`src/rtl/replica_pkg.sv`:
```
// Shared types for the replica chain: city geometry, beat payload and exchange commands.
package replica_pkg;

  localparam int city_num     = 32;
  localparam int city_div     = city_num / 8;
  localparam int city_num_log = $clog2(city_num);
  localparam int beat_w       = (city_div > 1) ? $clog2(city_div) : 1;

  typedef logic [7:0][city_num_log-1:0] replica_data_t;

  typedef enum logic [1:0] {
    NOP  = 2'd0,
    PREV = 2'd1,
    FOLW = 2'd2,
    SELF = 2'd3
  } exchange_command_t;

  typedef exchange_command_t [1:0] exch_pair_t;

  typedef enum logic [1:0] {
    IDLE = 2'd0,
    FILL = 2'd1,
    EMIT = 2'd2,
    DONE = 2'd3
  } shift_state_t;

  function automatic exch_pair_t exch_pair(exchange_command_t cmd);
    exch_pair_t p;
    p[0] = cmd;
    p[1] = cmd;
    return p;
  endfunction

endpackage

```
`src/rtl/replica_tour_check.sv`:
```
// Per-replica tour sanity check: flags a repeated or out-of-range city index.
// Only instantiated when REPLICA_SHIFT_IN_CHECK_EN is defined.
module replica_tour_check
  import replica_pkg::*;
(
  input  logic                    clk,
  input  logic                    reset,
  input  logic                    i_clr_seen,
  input  logic                    i_clr_err,
  input  logic                    i_valid,
  input  logic [city_num_log-1:0] i_city,
  output logic                    o_err
);

  logic [city_num-1:0] r_seen;
  logic                r_err;
  logic                w_in_range;
  logic                w_bad;

  assign w_in_range = 32'(i_city) < city_num;
  assign w_bad      = i_valid && (!w_in_range || r_seen[i_city]);

  always_ff @(posedge clk or posedge reset) begin
    if (reset) begin
      r_seen <= '0;
      r_err  <= 1'b0;
    end else begin
      if (i_clr_seen)
        r_seen <= '0;
      else if (i_valid && w_in_range)
        r_seen[i_city] <= 1'b1;

      // err is sticky across replicas; only a fresh load clears it
      if (i_clr_err)
        r_err <= 1'b0;
      else if (w_bad)
        r_err <= 1'b1;
    end
  end

  assign o_err = r_err;

endmodule

```
`src/rtl/replica_shift_in.sv`:
```
// Collects host cities into a beat buffer and streams REPLICA_NUM tours into the replica chain.
// Optional tour checking is enabled with the REPLICA_SHIFT_IN_CHECK_EN macro.
module replica_shift_in
  import replica_pkg::*;
#(
  parameter int REPLICA_NUM = 4
)
(
  input  logic                    clk,
  input  logic                    reset,
  input  logic                    start,
  input  logic                    abort,
  input  logic                    s_valid,
  input  logic [city_num_log-1:0] s_data,
  output logic                    s_ready,
  output logic                    out_valid,
  output replica_data_t           out_data,
  output exchange_command_t [1:0] out_exchange,
  output logic                    busy,
  output logic                    done,
  output logic                    err
);

  localparam int REP_W = (REPLICA_NUM > 1) ? $clog2(REPLICA_NUM) : 1;
  localparam logic [REP_W-1:0]  LAST_REP  = REP_W'(REPLICA_NUM - 1);
  localparam logic [beat_w-1:0] LAST_BEAT = beat_w'(city_div - 1);

  shift_state_t      r_state;
  logic [REP_W-1:0]  r_rep;
  logic [beat_w-1:0] r_beat;
  logic [2:0]        r_lane;
  replica_data_t     r_buf [city_div];
  logic              r_s_ready;
  logic              r_out_valid;
  replica_data_t     r_out_data;
  exch_pair_t        r_out_exch;
  logic              r_busy;
  logic              r_done;

  logic              w_accept;
  logic              w_last_city;
  logic [beat_w-1:0] w_beat_nx;
  replica_data_t     w_first_beat;

  function automatic replica_data_t merge_lane(replica_data_t word, logic [2:0] lane,
                                               logic [city_num_log-1:0] city);
    replica_data_t w;
    w       = word;
    w[lane] = city;
    return w;
  endfunction

  assign w_accept    = r_s_ready && s_valid;
  assign w_last_city = w_accept && (r_beat == LAST_BEAT) && (r_lane == 3'd7);
  assign w_beat_nx   = r_beat + 1'b1;
  // With a single-beat tour the first emitted beat is still being written this cycle
  assign w_first_beat = (city_div == 1) ? merge_lane(r_buf[0], r_lane, s_data) : r_buf[0];

  always_ff @(posedge clk) begin
    if (w_accept)
      r_buf[r_beat][r_lane] <= s_data;
  end

  always_ff @(posedge clk or posedge reset) begin
    if (reset) begin
      r_state     <= IDLE;
      r_rep       <= '0;
      r_beat      <= '0;
      r_lane      <= '0;
      r_s_ready   <= 1'b0;
      r_out_valid <= 1'b0;
      r_out_data  <= '0;
      r_out_exch  <= exch_pair(NOP);
      r_busy      <= 1'b0;
      r_done      <= 1'b0;
    end else begin
      r_done <= 1'b0;
      if (r_state != IDLE && abort) begin
        r_state     <= IDLE;
        r_s_ready   <= 1'b0;
        r_out_valid <= 1'b0;
        r_out_data  <= '0;
        r_out_exch  <= exch_pair(NOP);
        r_busy      <= 1'b0;
      end else begin
        case (r_state)
          IDLE: begin
            if (start) begin
              r_state   <= FILL;
              r_rep     <= '0;
              r_beat    <= '0;
              r_lane    <= '0;
              r_s_ready <= 1'b1;
              r_busy    <= 1'b1;
            end
          end
          FILL: begin
            if (w_last_city) begin
              r_state     <= EMIT;
              r_beat      <= '0;
              r_lane      <= '0;
              r_s_ready   <= 1'b0;
              r_out_valid <= 1'b1;
              r_out_data  <= w_first_beat;
              r_out_exch  <= exch_pair(PREV);
            end else if (w_accept) begin
              r_lane <= r_lane + 3'd1;
              if (r_lane == 3'd7)
                r_beat <= w_beat_nx;
            end
          end
          EMIT: begin
            r_out_exch <= exch_pair(NOP);
            if (r_beat == LAST_BEAT) begin
              r_out_valid <= 1'b0;
              r_out_data  <= '0;
              r_beat      <= '0;
              if (r_rep == LAST_REP) begin
                r_state <= DONE;
                r_done  <= 1'b1;
              end else begin
                r_rep     <= r_rep + 1'b1;
                r_state   <= FILL;
                r_s_ready <= 1'b1;
              end
            end else begin
              r_beat     <= w_beat_nx;
              r_out_data <= r_buf[w_beat_nx];
            end
          end
          DONE: begin
            r_state <= IDLE;
            r_busy  <= 1'b0;
          end
          default: begin
            r_state <= IDLE;
            r_busy  <= 1'b0;
          end
        endcase
      end
    end
  end

  assign s_ready      = r_s_ready;
  assign out_valid    = r_out_valid;
  assign out_data     = r_out_data;
  assign out_exchange = r_out_exch;
  assign busy         = r_busy;
  assign done         = r_done;

`ifdef REPLICA_SHIFT_IN_CHECK_EN
  logic w_start_go;
  logic w_clr_seen;

  assign w_start_go = (r_state == IDLE) && start;
  assign w_clr_seen = w_start_go || ((r_state == EMIT) && (r_beat == LAST_BEAT));

  replica_tour_check u_tour_check (
    .clk        (clk),
    .reset      (reset),
    .i_clr_seen (w_clr_seen),
    .i_clr_err  (w_start_go),
    .i_valid    (w_accept),
    .i_city     (s_data),
    .o_err      (err)
  );
`else
  assign err = 1'b0;
`endif

endmodule

```
`config.mk`:
```
export PLATFORM = sky130hd
export DESIGN_NAME = replica_shift_in
export DESIGN_NICKNAME = d
export VERILOG_FILES = /design/src/rtl/replica_pkg.sv /design/src/rtl/replica_tour_check.sv /design/src/rtl/replica_shift_in.sv
export SDC_FILE = /design/constraint.sdc
export NUM_CORES = 1
export LEC_CHECK = 0
export BUFFER_PORTS_ARGS = -buffer_cell sky130_fd_sc_hd__buf_2
export CAP_MARGIN = 40
export CORE_ASPECT_RATIO = 0.8
export CORE_MARGIN = 4
export CORE_UTILIZATION = 30
export DETAILED_ROUTE_END_ITERATION = 8
export PLACE_DENSITY = 0.54
export SLEW_MARGIN = 30
export SYNTH_ARGS = -nofsm -noshare
export SYNTH_HDL_FRONTEND = slang
export SYNTH_SLANG_ARGS = --single-unit
```
`constraint.sdc`:
```
create_clock -name clk -period 2.4 [get_ports clk]
set_input_delay 0.24 -clock clk [delete_from_list [all_inputs] [get_ports clk]]
set_output_delay 0.24 -clock clk [all_outputs]
set_load 0.03 [all_outputs]
```
==> summary.md <==
| Metric | Value |
|---|---|
| Proportion of synthesized chip area in sequential cells | between 60% and 70% |
| Hpwl dp | roughly 13000 µm |
| Total routed wirelength | about 21000 µm |
| Sum of overflow across all layers after global routing | 0 |
| Internal Power | around 0.008 W |
| Critical path launch point type | flop |
| H-Tree Level Count | 1 |
| Synth-to-Final Area Change | 16.0% |
| Clock network latency to the later pin of the worst-skew pair | about 500 ps |
| WHS | between 40 and 50 ps |
| Final slew viol count | 0 |
| Final min period | 2220 ps |
| Number of enable-type register cells in the synthesized netlist | 160 |
| Wire length of the first global-routing pass | approximately 33000 µm |
| Count of standard-cell rows | 56 |
| Share of flip-flops with an asynchronous set or reset after synthesis | 25.2% |
| Overall routing resource usage | about 13% |
| Relative slew slack | 54.4% |
| Count of maximum capacitance violations | 0 |
| Clock sink total | between 200 and 250 |
| Total number of nets in the final design | around 700 |
| Clock buffer count from CTS | 21 |
| Pleak | 3.87 nW |
| Die H | around 160 µm |
| Post-Syn Area | between 9000 and 10000 µm² |
| Placeable core area | a little under 30000 µm² |
| Critical path data required time | approximately 2800 ps |
| Critical hold path startpoint | abort |
| Actual transition at the worst max-transition pin | around 700 ps |
| Net Switching | approximately 0.0045 W |
| Number of filler instances in the final layout | 2828 |
| Timing-limited maximum frequency | around 450 MHz |
| Proportion of power drawn by flip-flops and latches | between 30% and 40% |
| Fraction of final layout cells with drive strength greater than 1 | around 16% |
| Initial Util | slightly above 30% |
| Worst Hold Path Cells | 2 |
| Post-route DRC | 0 |
| Count of state elements after synthesis | 214 |
| Result of the run | complete, no violations |
| Number of distinct library cell variants in the gate-level netlist after synthesis | 38 |
| Full die area | about 33000 µm² |
| Number of inserted diodes | 0 |
| Number of antenna-violating nets in the routed design | 0 |
| Commonest non-fill, non-tap cell in the layout | sky130_fd_sc_hd__edfxtp_1 |
| Startpoint of the most critical register-to-register path | r_state[1] |
| Family of cells with the greatest summed delay on the critical path | compound AO/OA/AOI/OAI gates |
| Tcrit/Tclk final | ~90% |
| Pin count of the biggest net entering global routing | between 40 and 50 |
| Total iterations of the first detailed-routing run | 5 |
| Clock tree skew after final layout | around 11 ps |
| Cells along the critical path | inv_1 > ha_1 > and2_1 > a2bb2oi_1 > o21a_1 > mux2_2 |
| Worst-case vdd ir drop | 0.000584 V |
| Worst hold endpoint | busy |
| Flip-flop cell with the highest count after synthesis | sky130_fd_sc_hd__edfxtp_1 |
| Most frequent cells in the layout | sky130_fd_sc_hd__edfxtp_1 (160), sky130_fd_sc_hd__buf_2 (55), sky130_fd_sc_hd__dfrtp_1 (54), sky130_fd_sc_hd__a21oi_1 (46), sky130_fd_sc_hd__mux2i_1 (45) |
| Destination of the worst register-to-register timing path | r_lane[0] |
| Power per unit of standard cell area | 1190 nW/µm² |
| CP Capture Type | flop |
| Mean instance size in the synthesized netlist | ~14 µm² |
| CP Class | reg -> reg |
| Clock slew at reported path FFs | 70 ps |
| Clk Tree Root Cell | sky130_fd_sc_hd__clkbuf_16 |
| Deepest clock path buffer count | 3 |
| Final weighted congestion in routability-driven placement | 0.766 |
| Depth of the most critical reg-to-reg path | 6 |
| Slowest CP cell | sky130_fd_sc_hd__dfrtp_1 |
| Fraction of power consumed by the clock network | between 20% and 30% |
| Die Span X | 202 µm |
| IO Pins | slightly below 60 |
| Post-cts repair resize count | 0 |
| Gate count of the mapped netlist | between 600 and 700 |
| CP max stage delay | 470 ps |
| Final hold violations | 0 |
| Switching power share of the total | between 30% and 40% |
| Maximum fanout count along the critical path | 7 |
| Buffers & Inverters on Critical Path | 1 |
| Register-to-Register Setup Slack | 180 ps |
| TritonCTS clock tree | yes |
| Number of DRC markers in iteration 0 | 367 |
| Setup-failing EPs final | 0 |
| Post-Route Setup TNS | 0 ps |
| Vias after detailed routing | about 5.3k |
| Vias per cell | between 4 and 5 |
| Synthesis Warnings | 0 |
| Gate power share | a little over a third |
| Antenna violations before repair | 0 |
| Hold WC Path Type | in -> reg |
| RSZ-0062 raised after global routing | no |
| Average wire per cell in the routed design | 19.3 µm |
| Port Buffer Count | 55 |
| Via count of the first global-routing pass | 5338 |
| CP arrival | 2590 ps |
-- layer usage --
| layer | share of wire [%] | GRT usage [%] |
|---|---|---|
| met4 | 1.5 | 2.33 |
| met3 | 4.7 | 1.95 |
| met2 | 44 | 19.6 |
| met1 | 50 | 19.5 |
| met5 | 0 | 0 |
-- Yosys cell counts (2+ instances only) --
cell	number	area share, %
sky130_fd_sc_hd__and2_1	34	2.4
sky130_fd_sc_hd__nand4_1	2	0.14
sky130_fd_sc_hd__o221ai_1	40	3.9
sky130_fd_sc_hd__buf_4	5	0.42
sky130_fd_sc_hd__mux2_2	2	0.25
sky130_fd_sc_hd__mux2i_1	45	5.0
sky130_fd_sc_hd__dfrtp_1	54	15
sky130_fd_sc_hd__o21ai_0	5	0.28
sky130_fd_sc_hd__nand2b_1	43	3.0
sky130_fd_sc_hd__nor3_1	2	0.11
sky130_fd_sc_hd__buf_2	15	0.83
sky130_fd_sc_hd__buf_6	5	0.62
sky130_fd_sc_hd__ha_1	11	1.5
sky130_fd_sc_hd__nor2b_1	42	2.9
sky130_fd_sc_hd__nand2_1	9	0.37
sky130_fd_sc_hd__a22o_1	40	3.9
sky130_fd_sc_hd__o21a_1	2	0.17
sky130_fd_sc_hd__nand3_1	5	0.28
sky130_fd_sc_hd__inv_1	12	0.50
sky130_fd_sc_hd__edfxtp_1	160	53
sky130_fd_sc_hd__nor2_1	12	0.50
sky130_fd_sc_hd__and2b_1	2	0.17
sky130_fd_sc_hd__clkbuf_1	16	0.66
sky130_fd_sc_hd__a21oi_1	46	2.5
sky130_fd_sc_hd__o22ai_1	3	0.21
-- metrics by stage --
step           instance area [µm²]  utilization (%)  instances  worst slack, ps  power [W]
2_1_floorplan                 9050                -        627              545    0.00804
3_3_place_gp                  9820             33.3       1064              276    0.00934
3_5_place_dp                  9820             33.3       1064              261    0.00937
4_1_cts                      10500             35.6       1103              242     0.0126
5_1_grt                      10500             35.6       1103             71.7     0.0132
6_report                     10500             35.6       1103              182     0.0125
-- layout make-up --
class	instances	area (µm²)	share of cell area, %
Clock inverter	13	114	1.09
Clock buffer	25	551	5.25
Multi-Input combinational cell	360	2640	25.2
Timing Repair Buffer	73	475	4.53
Sequential cell	214	6160	58.7
Tap cell	406	508	4.84
Inverter	12	45.0	0.429
-- power by group through the flow --
stage	clock network [W]	registers (W)	logic [W]
5_1_grt	0.00350	0.00482	0.00486
4_1_cts	0.00331	0.00477	0.00455
6_report	0.00324	0.00476	0.00450
3_3_place_gp	0	0.00484	0.00450
2_1_floorplan	0	0.00542	0.00262
3_5_place_dp	0	0.00484	0.00454
-- worst max-delay path by stage --
stage	start	endpoint	slack, ps	depth (start not counted)
after global routing	r_state[1]	r_lane[0]	70	6
after floorplan	r_state[0]	r_lane[0]	550	6
after global placement	r_state[1]	r_lane[0]	280	6
after CTS	r_state[1]	r_lane[0]	240	6
after detailed placement	r_state[1]	r_lane[0]	260	6
final	r_state[1]	r_lane[0]	180	6
-- what timing repair did --
item,in CTS,in global routing
hold buffers,1,0
buffers inserted,0,0
hold endpoints to repair,24,0
setup endpoints to repair,0,0
-- logic make-up after synthesis --
kind of cell / after synthesis / synth area share, %
AND/OR/NAND/NOR: 154 / 10.1
buffers and inverters: 53 / 3.03
multiplexers: 49 / 5.65
flip-flops: 214 / 68.1
other: 1 / 0.0415
adder cells (fa/ha/maj): 11 / 1.52
AO/OA/AOI/OAI: 143 / 11.6
-- state kept, by name (all words and copies together), names as in the netlist --
name	cells
r_beat	2
r_state	2
r_buf	160
r_rep	2
out_data	40
s_ready	1
out_valid	1
done	1
r_lane	3
out_exchange	1
busy	1
Power figures use the tool's default switching activity.
